--- config.mk ---
export PLATFORM = sky130hd
export DESIGN_NAME = seq_detector_param
export DESIGN_NICKNAME = d
export VERILOG_FILES = /design/src/rtl/seq_det_pkg.sv /design/src/rtl/seq_hist_sr.sv /design/src/rtl/seq_detector_param.sv
export SDC_FILE = /design/constraint.sdc
export NUM_CORES = 1
export LEC_CHECK = 0
export BUFFER_PORTS_ARGS = -buffer_cell sky130_fd_sc_hd__buf_2
export CAP_MARGIN = 20
export CORE_MARGIN = 2
export CORE_UTILIZATION = 55
export DETAILED_ROUTE_END_ITERATION = 7
export GPL_ROUTABILITY_DRIVEN = 0
export GPL_TIMING_DRIVEN = 0
export PLACE_DENSITY = 0.82
export SLEW_MARGIN = 20
export SYNTH_ARGS = -nofsm -noshare
export SYNTH_HDL_FRONTEND = slang
export SYNTH_SLANG_ARGS = --single-unit
export TNS_END_PERCENT = 30
--- constraint.sdc ---
create_clock -name clk -period 4.1 [get_ports clk]
set_clock_uncertainty 0.2 [all_clocks]
set_input_delay 0.82 -clock clk [delete_from_list [all_inputs] [get_ports clk]]
set_output_delay 0.82 -clock clk [all_outputs]
set_load 0.03 [all_outputs]
--- src/rtl/seq_det_pkg.sv ---
// Shared constants and helpers for the serial pattern detector.
// Imported by seq_detector_param and its history shift register.
package seq_det_pkg;

    localparam logic MODE_OVERLAP    = 1'b1;
    localparam logic MODE_NONOVERLAP = 1'b0;

    // Ceiling log2, never less than 1 so it can size a vector.
    function automatic int clog2(input int v);
        int r;
        int x;
        r = 0;
        x = v - 1;
        while (x > 0) begin
            r = r + 1;
            x = x >> 1;
        end
        if (r == 0) begin
            r = 1;
        end
        return r;
    endfunction

endpackage

--- src/rtl/seq_hist_sr.sv ---
// History shift register holding the most recent accepted bits.
// Shifts in one bit per enable; sync reset and sync clear.
module seq_hist_sr
    import seq_det_pkg::*;
#(
    parameter int W = 3
) (
    input  logic         clk,
    input  logic         rst,
    input  logic         i_clr,
    input  logic         i_en,
    input  logic         i_bit,
    output logic [W-1:0] o_q
);

    logic [W-1:0] r_q;
    logic [W-1:0] w_next;

    if (W == 1) begin : g_one
        assign w_next = i_bit;
    end else begin : g_many
        assign w_next = {r_q[W-2:0], i_bit};
    end

    // Shift the newest bit in at the LSB end.
    always_ff @(posedge clk) begin
        if (rst || i_clr) begin
            r_q <= '0;
        end else if (i_en) begin
            r_q <= w_next;
        end
    end

    assign o_q = r_q;

endmodule

--- src/rtl/seq_detector_param.sv ---
// Runtime-loadable N-bit serial pattern detector with match counter.
// Overlapping or non-overlapping detection, Mealy or registered match.
module seq_detector_param
    import seq_det_pkg::*;
#(
    parameter int             N       = 4,
    parameter logic [N-1:0]   PAT_RST = 4'b1101,
    parameter int             CNT_W   = 8,
    parameter int             REG_OUT = 0
) (
    input  logic                    clk,
    input  logic                    rst,
    input  logic                    in_valid,
    input  logic                    in_bit,
    input  logic                    overlap,
    input  logic                    pat_load,
    input  logic [N-1:0]            pat_value,
    input  logic                    cnt_clr,
    output logic                    match,
    output logic [CNT_W-1:0]        match_cnt,
    output logic [clog2(N+1)-1:0]   fill
);

    localparam int FILL_W = clog2(N + 1);
    localparam logic [FILL_W-1:0] FILL_MAX =
        FILL_W'(N - 1);
    localparam logic [CNT_W-1:0] CNT_MAX = '1;

    logic [N-1:0]      r_pattern;
    logic [FILL_W-1:0] r_fill;
    logic [CNT_W-1:0]  r_cnt;
    logic [N-2:0]      w_hist;
    logic [N-1:0]      w_cand;
    logic              w_accept;
    logic              w_hit;

    // A concurrent pattern load discards the incoming bit.
    assign w_accept = in_valid && !pat_load;
    assign w_cand   = {w_hist, in_bit};
    assign w_hit    = w_accept
                   && (r_fill == FILL_MAX)
                   && (w_cand == r_pattern);

    seq_hist_sr #(
        .W     (N - 1)
    ) u_hist (
        .clk   (clk),
        .rst   (rst),
        .i_clr (pat_load),
        .i_en  (w_accept),
        .i_bit (in_bit),
        .o_q   (w_hist)
    );

    // Pattern register: reset value or runtime load.
    always_ff @(posedge clk) begin
        if (rst) begin
            r_pattern <= PAT_RST;
        end else if (pat_load) begin
            r_pattern <= pat_value;
        end
    end

    // Fill tracks fresh bits; a non-overlap hit opens a new window.
    always_ff @(posedge clk) begin
        if (rst || pat_load) begin
            r_fill <= '0;
        end else if (w_accept) begin
            if (w_hit && overlap == MODE_NONOVERLAP) begin
                r_fill <= '0;
            end else if (r_fill < FILL_MAX) begin
                r_fill <= r_fill + 1'b1;
            end
        end
    end

    // Saturating match counter; clear wins over a coincident hit.
    always_ff @(posedge clk) begin
        if (rst || cnt_clr) begin
            r_cnt <= '0;
        end else if (w_hit && r_cnt != CNT_MAX) begin
            r_cnt <= r_cnt + 1'b1;
        end
    end

    if (REG_OUT != 0) begin : g_reg
        logic r_match;

        // Registered match, one cycle after the final bit.
        always_ff @(posedge clk) begin
            if (rst) begin
                r_match <= 1'b0;
            end else begin
                r_match <= w_hit;
            end
        end

        assign match = r_match;
    end else begin : g_comb
        assign match = w_hit && !rst;
    end

    assign match_cnt = r_cnt;
    assign fill      = r_fill;

endmodule

-- Yosys cells after proc, flatten, opt, wreduce, memory -nomap -nowiden
Index checks and enable logic that the tools add are counted.
- word-level logic and storage cells: 25
- bits of input ports: 11
- output and inout bits: 12
- bits in registers: 18
- bitwise logic cells: 1
- add/sub/neg operators: 2
- equal/unequal tests: 3
- order comparisons: 1
- reductions and logical operators: 12
- mux-type cells: 2
- operators with widths (kind ; number):
    8-bit by 1-bit adder with 8-bit output (second input constant) ; 1
    8-bit inequality test (second input constant) ; 1
    1-bit logical AND ; 6
    3-bit 2-to-1 mux ; 2
    4-bit == test ; 1
    3-bit by 1-bit adder with 3-bit output (second input constant) ; 1
    3-bit by 2-bit == test with 1-bit output (second input constant) ; 1
    3-bit by 2-bit < comparator with 1-bit output (second input constant) ; 1
    1-bit zero test ; 2
    1-bit logical OR ; 2
    2-bit AND reduction ; 1
    2-bit nonzero test ; 1
    1-bit inverter ; 1

-- Longest topological paths before layout
Gate-level depths: netlist of the first run.
- word-level depth: 7
- depth in mapped cells: 5
- gate-level depth less buffers: 5

-- Hierarchy
Synthesis of the first run repeated with hierarchy kept, for this count alone.
- cell total of the unflattened synthesis: 99
- area total of the unflattened synthesis: 944.7 sq um
- by module, submodules not included (module ; seq. area each (sq um) ; cells an instance ; area each (sq um) ; instances):
    seq_detector_param ; 300.3 ; 90 ; 839.6 ; 1
    seq_hist_sr ; 60.1 ; 9 ; 105.1 ; 1

-- Worst setup path before layout of the first run
No wires, ideal clock.
- path kind: input port to output port
- from: in pat_load
- to: out match
- data required time: 3080 ps
- path buffers: 0
- data arrival time: 1857 ps
- path slack: 1223 ps
- stages on the path: 3
- path through: and2b_4 nand3_1 nor3_1
- cells in the longest elaborated chain, start to end: 5
- ends and longest elaborated chain (what ; RTL line ; RTL):
    start, declared ; seq_detector_param.sv:16 ; input logic pat_load,
    1-bit zero test ; seq_detector_param.sv:38 ; assign w_accept = in_valid && !pat_load;
    1-bit logical AND ; seq_detector_param.sv:38 ;
    1-bit logical AND ; seq_detector_param.sv:41 ; && (r_fill == FILL_MAX)
    1-bit logical AND ; seq_detector_param.sv:42 ; && (w_cand == r_pattern);
    1-bit logical AND ; seq_detector_param.sv:100 ; assign match = w_hit && !rst;
    end, declared ; seq_detector_param.sv:19 ; output logic match,
Every way passes these cells.

-- Worst setup path after layout of the first run
Same ends and word-level chain as after synthesis.

==> Flow_metrics.wiki, run 1 <==
{| class="wikitable"
! Metric !! Value
|-
| Die Y-Extent || roughly 45 um
|-
| Kind of path behind the tightest hold check || flop to flop
|-
| Overall overflow remaining after global route || 0
|-
| Instance count of the mapped netlist || between 90 and 100
|-
| Setup TNS || 0 ns
|-
| Worst-Margin Slew || between 0.4 and 0.5 ns
|-
| Vias post-DR || approximately 840
|-
| Pin count of the biggest net entering global routing || 11
|-
| H-tree levels || 1
|-
| Source-to-sink clock delay at the later pin of the worst-skew pair || between 0.2 and 0.3 ns
|-
| VDD IR-drop max || 215 uV
|-
| Top FF cell, synth || sky130_fd_sc_hd__dfxtp_1
|-
| Number of maximum-capacitance violations || 0
|-
| Run status || finished, final reports clean
|-
| Power density over cell area || 295 nW/um^2
|-
| Final number of setup-violating endpoints || 0
|-
| Most frequent cell after synthesis || sky130_fd_sc_hd__dfxtp_1
|-
| Fraction of the yosys area taken by sequential cells || between 30% and 40%
|-
| Worst relative slew slack || between 70 and 80%
|-
| Static leakage || roughly 0.47 nW
|-
| Detail Route Antenna Nets || 0
|-
| Worst-path clk slew || ~0.1 ns
|-
| Filler cell count || around 120
|-
| Total die area || 2050 sq um
|-
| Library cell with the largest summed area after synthesis || sky130_fd_sc_hd__dfxtp_1
|-
| Final antenna diode count || 0
|-
| Final critical delay including setup and external delays || between 2 and 3 ns
|-
| Netlist cell types || 29
|-
| Io pins || 23
|-
| Crit path arrival time || ~1.7 ns
|-
| Via count of the first global-routing pass || about 730
|-
| Cell types with the highest counts after synthesis || 18 x sky130_fd_sc_hd__dfxtp_1, 11 x sky130_fd_sc_hd__nand3_1, 8 x sky130_fd_sc_hd__mux2i_1
|-
| Antenna violations before repair || 0
|-
| Count of nets after finishing || approximately 140
|-
| Hold-fix buffer count after cts || 0
|-
| Worst endpoint required time || just over 3 ns
|-
| Syn_area_per_cell || about 9.6 sq um
|-
| Number of non-filler instances in the completed layout || between 100 and 150
|-
| Instance count after placement with tap cells included || approximately 140
|-
| Fraction of registers with async set/reset || 0%
|-
| Number of vias per cell || about 6.0
|-
| Net count after synthesis || approximately 110
|-
| Initial standard-cell utilization of the core || ~60%
|-
| Critical-path maximum fanout || 4
|-
| Count of clock tree sinks || 18
|-
| Area Overhead vs Synth || 17.7%
|-
| Number of DRC markers after the initial detailed-route iteration || 18
|-
| RSZ-0062 raised after global routing || no
|-
| Top achievable clock speed || 366 MHz
|-
| Setup Fix Bufs, Post-CTS || 0
|-
| Startpoint types || primary input
|-
| Post-Synthesis Cell Area || about 940 sq um
|-
| Total of buffers placed on input and output ports || 22
|-
| Wire length of the first global-routing pass || ~3000 um
|-
| DR WL/cell || ~14 um
|-
| Critical path endpoint category || output port
|-
| Tcrit/Tclk final || 66.6%
|-
| Count of cells resized by post-cts repair || 0
|-
| Cell chosen for the clock root || sky130_fd_sc_hd__clkbuf_4
|-
| Die X || roughly 45 um
|-
| Area contributors post-synth || sky130_fd_sc_hd__dfxtp_1 38%, sky130_fd_sc_hd__mux2i_1 8.5%, sky130_fd_sc_hd__nand3_1 5.9%
|-
| Share of layout cells above drive strength 1 || between 20% and 30%
|-
| Count of unresolved DRC violations after routing || 0
|-
| Final hold vios || 0
|-
| TritonCTS Buffers || 3
|-
| GRT Total Usage || a little over 20%
|-
| Area inside the core boundary || 1560 sq um
|-
| Cell Rows || 14
|-
| CTS tree || done
|-
| Number of synthesized register bits || 18
|-
| Proportion of netlist area held by the largest area contributor || between 30% and 40%
|-
| Number of enable flip-flop cells after synthesis || 0
|-
| Detailed-router iteration count before antenna repair || 5
|-
| Path type of the worst setup path || primary input to output port
|-
| Max Transition Viols Final || 0
|-
| Overall routed net length || ~1900 um
|-
| Maximum clock path buffer count || 2
|-
| YS warnings || 0
|}
[routing by layer]
layer / routed length (um) / part of all wire (%) / vias to the layer above / global-route usage [%]
met4: 10 / 0.53 / 0 / 5.29
met3: 85 / 4.5 / 2 / 4.80
met5: 0 / 0 / - / 0
li1: - / - / 422 / -
met1: 849 / 45 / 389 / 24.4
met2: 945 / 50 / 25 / 36.0
[cell type report]
type | instances | area (sq um) | area share, %
Clock buffer | 4 | 36.3 | 3.28
Tap cell | 16 | 20.0 | 1.81
Timing Repair Buffer | 22 | 110 | 9.97
Buffer | 3 | 18.8 | 1.70
Multi-Input combinational cell | 75 | 552 | 49.9
Sequential cell | 18 | 360 | 32.6
Inverter | 2 | 7.51 | 0.680
[cell usage in the layout (no fill, tap or decap), types with 2 or more instances in the layout]
cell type and instances:
sky130_fd_sc_hd__buf_2 22, sky130_fd_sc_hd__dfxtp_1 18, sky130_fd_sc_hd__nand3_1 11, sky130_fd_sc_hd__mux2i_1 8
sky130_fd_sc_hd__nor2_1 6, sky130_fd_sc_hd__or3_1 6, sky130_fd_sc_hd__nor3_1 5, sky130_fd_sc_hd__nand2_1 4
sky130_fd_sc_hd__xnor2_1 3, sky130_fd_sc_hd__nor2b_1 3, sky130_fd_sc_hd__a211o_1 3, sky130_fd_sc_hd__o21ai_0 3
sky130_fd_sc_hd__and3_1 3, sky130_fd_sc_hd__o41ai_1 3, sky130_fd_sc_hd__ha_1 3, sky130_fd_sc_hd__clkbuf_4 3
sky130_fd_sc_hd__inv_1 2, sky130_fd_sc_hd__buf_4 2, sky130_fd_sc_hd__o311ai_1 2, sky130_fd_sc_hd__a21oi_1 2
[worst max-delay path, stage by stage]
cell	delay, ns
sky130_fd_sc_hd__buf_2	0.11
sky130_fd_sc_hd__and2b_4	0.27
sky130_fd_sc_hd__nand3_1	0.14
sky130_fd_sc_hd__nor3_1	0.15
sky130_fd_sc_hd__buf_2	0.22
[worst paths after layout]
kind | slack (ns) | cells past startpoint | startpoint | endpoint
setup / recovery | 1.37 | 5 | pat_load | match
hold / removal | 0.32 | 2 | match_cnt[0]$_SDFFE_PP0P_ | match_cnt[0]$_SDFFE_PP0P_
setup reg to reg | 2.37 | 5 | fill[0]$_SDFFE_PP0P_ | match_cnt[5]$_SDFFE_PP0P_
hold reg to reg | 0.32 | 2 | match_cnt[0]$_SDFFE_PP0P_ | match_cnt[0]$_SDFFE_PP0P_
[cells by family (layout without fill, tap and decap cells)]
family / after synthesis / count (layout) / synth area share [%]
AO/OA/AOI/OAI: 18 / 18 / 16.7
XOR/XNOR: 5 / 5 / 6.67
adder cells (fa/ha/maj): 3 / 3 / 4.00
buffers and inverters: 5 / 31 / 2.80
flip-flops: 18 / 18 / 38.4
multiplexers: 8 / 8 / 8.53
AND/OR/NAND/NOR: 41 / 41 / 22.9
[sequential cells by signal, summed over array words and instances, names as in the netlist]
signal,count
u_hist.o_q,3
match_cnt,8
r_pattern,4
fill,3
[report_power, final]
part / switching [mW] / internal [mW]
clock network: 0.0552 / 0.0541
logic: 0.0182 / 0.0171
registers: 0.00297 / 0.178
total: 0.0764 / 0.249
[per-stage QoR]
step / utilization [%] / setup slack (ns) / power, mW / area (sq um) / hold WS, ns
floorplan: - / 1.22 / 0.209 / 938 / 0.282
global placement: 68.5 / 1.37 / 0.219 / 1070 / 0.294
detailed placement: 68.5 / 1.37 / 0.221 / 1070 / 0.302
CTS: 70.9 / 1.36 / 0.328 / 1100 / 0.326
global route: 70.9 / 1.29 / 0.340 / 1100 / 0.367
finish: 70.9 / 1.37 / 0.326 / 1100 / 0.319
(Power assumes the default switching activity.)
==> run 2, diff against run 1 <==
--- a/config.mk
+++ b/config.mk
@@ -8,11 +8,11 @@
 export BUFFER_PORTS_ARGS = -buffer_cell sky130_fd_sc_hd__buf_2
 export CAP_MARGIN = 20
 export CORE_MARGIN = 2
-export CORE_UTILIZATION = 55
+export CORE_UTILIZATION = 51
 export DETAILED_ROUTE_END_ITERATION = 7
 export GPL_ROUTABILITY_DRIVEN = 0
 export GPL_TIMING_DRIVEN = 0
-export PLACE_DENSITY = 0.82
+export PLACE_DENSITY = 0.77
 export SLEW_MARGIN = 20
 export SYNTH_ARGS = -nofsm -noshare
 export SYNTH_HDL_FRONTEND = slang
==> constraint.sdc (replaced) <==
create_clock -name clk -period 2.8 [get_ports clk]
set_clock_uncertainty 0.2 [all_clocks]
set_input_delay 0.56 -clock clk [delete_from_list [all_inputs] [get_ports clk]]
set_output_delay 0.56 -clock clk [all_outputs]
set_load 0.03 [all_outputs]
==> Flow_metrics.wiki, run 2 (same netlist as run 1, synthesis figures left out) <==
{| class="wikitable"
! Metric !! Value
|-
| Crit path largest cell delay || 0.40 ns (+0.13 ns)
|-
| Tcrit/Tclk final || between 80% and 90%
|-
| Run status || finished, final reports clean
|-
| VDD IR-drop max || 344 uV (+60%)
|-
| RSZ-0062 raised after global routing || no
|-
| Power density over cell area || 434 nW/um^2 (+47%)
|-
| Total die area || 2200 sq um (+7.1%)
|-
| Critical path endpoint category || output port
|-
| Count of unresolved DRC violations after routing || 0 (unchanged)
|-
| Number of non-filler instances in the completed layout || 149 (+6.4%)
|-
| Worst-Margin Slew || 0.464 ns (+0.0346 ns)
|-
| Via count of the first global-routing pass || 813 (+11%)
|-
| Die X || 46.9 um (+3.5%)
|-
| Critical-path maximum fanout || 4 (unchanged)
|-
| Final antenna diode count || 0 (unchanged)
|-
| Hold-fix buffer count after cts || 0 (unchanged)
|-
| Detail Route Antenna Nets || 0 (unchanged)
|-
| Crit path arrival time || 1.63 ns (-0.08 ns)
|-
| Max Transition Viols Final || 0 (unchanged)
|-
| Worst endpoint required time || 2.04 ns (-1.04 ns)
|-
| H-tree levels || 1 (unchanged)
|-
| Detailed-router iteration count before antenna repair || 4 (-1)
|-
| Die Y-Extent || 46.9 um (+3.5%)
|-
| TritonCTS Buffers || 3 (unchanged)
|-
| Worst relative slew slack || 69.0% (-2.2 points)
|-
| Final number of setup-violating endpoints || 0 (unchanged)
|-
| Count of clock tree sinks || 18 (unchanged)
|-
| Setup Fix Bufs, Post-CTS || 0 (unchanged)
|-
| Overall routed net length || 2030 um (+7.1%)
|-
| Post-detail-place hpwl || ~1500 um
|-
| Overall overflow remaining after global route || 0 (unchanged)
|-
| Source-to-sink clock delay at the later pin of the worst-skew pair || 0.30 ns (about the same)
|-
| Startpoint types || flop
|-
| Most frequent cell on the critical path || sky130_fd_sc_hd__ha_1
|-
| WL met2 || 1030 um (+8.8%)
|-
| Most common cell after layout, fill and taps aside || sky130_fd_sc_hd__buf_2
|-
| DR WL/cell || 13.6 um (+0.67%)
|-
| Area Overhead vs Synth || 18.9%
|-
| Io pins || 23 (unchanged)
|-
| Final critical delay including setup and external delays || 2.39 ns
|-
| CP Cell Sequence || ha_1 > ha_1 > nand3_1 > nor3_1 > buf_2
|-
| Count of nets after finishing || 139 (unchanged)
|-
| Max FFs per register || 8 (unchanged)
|-
| Number of DRC markers after the initial detailed-route iteration || 13 (-5)
|-
| Instance count after placement with tap cells included || 145 (+6.6%)
|-
| Pin count of the biggest net entering global routing || 11 (unchanged)
|-
| Total of buffers placed on input and output ports || 22 (unchanged)
|-
| Share of layout cells above drive strength 1 || 25.8% (unchanged)
|-
| Count of cells resized by post-cts repair || 0 (unchanged)
|-
| GRT Total Usage || 21.2% (+0.85 points)
|-
| Cell chosen for the clock root || sky130_fd_sc_hd__clkbuf_4
|-
| Detailed-routed wire length on met3 || 89 um (+4.7%)
|-
| Worst-path clk slew || 0.12 ns (+0.02 ns)
|-
| Kind of path behind the tightest hold check || primary input to flop
|-
| Maximum clock path buffer count || 2 (unchanged)
|-
| Area inside the core boundary || 1730 sq um (+11%)
|-
| Met1 Wirelength || 878 um (+3.4%)
|-
| Static leakage || 0.470 nW (unchanged)
|-
| Final hold vios || 0 (unchanged)
|-
| Uppermost signal routing layer after detailed routing || met4
|-
| Top achievable clock speed || approximately 420 MHz
|-
| Critical path's slowest cell || sky130_fd_sc_hd__dfxtp_1
|-
| CTS tree || done
|-
| Wire length of the first global-routing pass || 3330 um (+8.8%)
|-
| Path type of the worst setup path || flop to output port
|-
| Antenna violations before repair || 0 (unchanged)
|-
| Number of maximum-capacitance violations || 0 (unchanged)
|-
| Number of vias per cell || 5.83 (-2.6%)
|-
| Vias post-DR || 869 (+3.7%)
|-
| Cell Rows || 15 (+1)
|-
| Commonest cells after routing, fill and taps aside || 22 x sky130_fd_sc_hd__buf_2, 18 x sky130_fd_sc_hd__dfxtp_1, 11 x sky130_fd_sc_hd__nand3_1, 8 x sky130_fd_sc_hd__mux2i_1
|-
| Setup TNS || 0 ns (unchanged)
|-
| Initial standard-cell utilization of the core || 54.3% (-5.8 points)
|}
==> run 2: final timing paths <==
kind	slack (ns)	cells past startpoint	endpoint	startpoint
setup / recovery	0.41	5	match	fill[0]$_SDFFE_PP0P_
hold reg to reg	0.32	2	match_cnt[1]$_SDFFE_PP0P_	match_cnt[1]$_SDFFE_PP0P_
setup reg to reg	0.99	5	match_cnt[4]$_SDFFE_PP0P_	fill[0]$_SDFFE_PP0P_
hold / removal	0.26	2	r_pattern[0]$_SDFFE_PP1P_	pat_value[0]
==> run 2: layer usage <==
| metal | global-route usage, % | vias to the layer above |
|---|---|---|
| li1 | - | 420 |
| met1 | 24.9 | 415 |
| met2 | 38.1 | 29 |
| met3 | 2.31 | 5 |
| met4 | 10.0 | 0 |
| met5 | 0 | - |
==> run 2: metrics by stage <==
step | hold WS, ns | cell area (sq um) | worst slack [ns] | utilization [%] | power, mW
3_3_place_gp | 0.292 | 1080 | 0.585 | 62.5 | 0.321
2_1_floorplan | 0.282 | 938 | 0.299 | - | 0.306
6_report | 0.261 | 1120 | 0.412 | 64.6 | 0.484
5_1_grt | 0.261 | 1120 | 0.317 | 64.6 | 0.498
4_1_cts | 0.271 | 1120 | 0.421 | 64.6 | 0.482
3_5_place_dp | 0.307 | 1080 | 0.587 | 62.5 | 0.324
==> run 2: cell type report <==
class | count | area, sq um
timing repair buffer | 22 | 110
sequential | 18 | 360
clock buffer | 4 | 36.3
multi-input combinational | 75 | 552
fill | 154 | 611
buffer | 3 | 18.8
inverter | 2 | 7.51
tap | 25 | 31.3
==> run 2: report_power, final <==
part | total, mW | internal (mW) | switching [mW]
registers | 0.266 | 0.261 | 0.00479
logic | 0.0526 | 0.0250 | 0.0275
clock network | 0.166 | 0.0793 | 0.0863
==> run 2: worst max-delay path, delay by kind of cell (launching register included) <==
| kind | cells | cell delay (ns) |
|---|---|---|
| buffers and inverters | 1 | 0.22 |
| adders and majority gates | 2 | 0.39 |
| and+or+nand+nor | 2 | 0.30 |
| DFF | 1 | 0.40 |
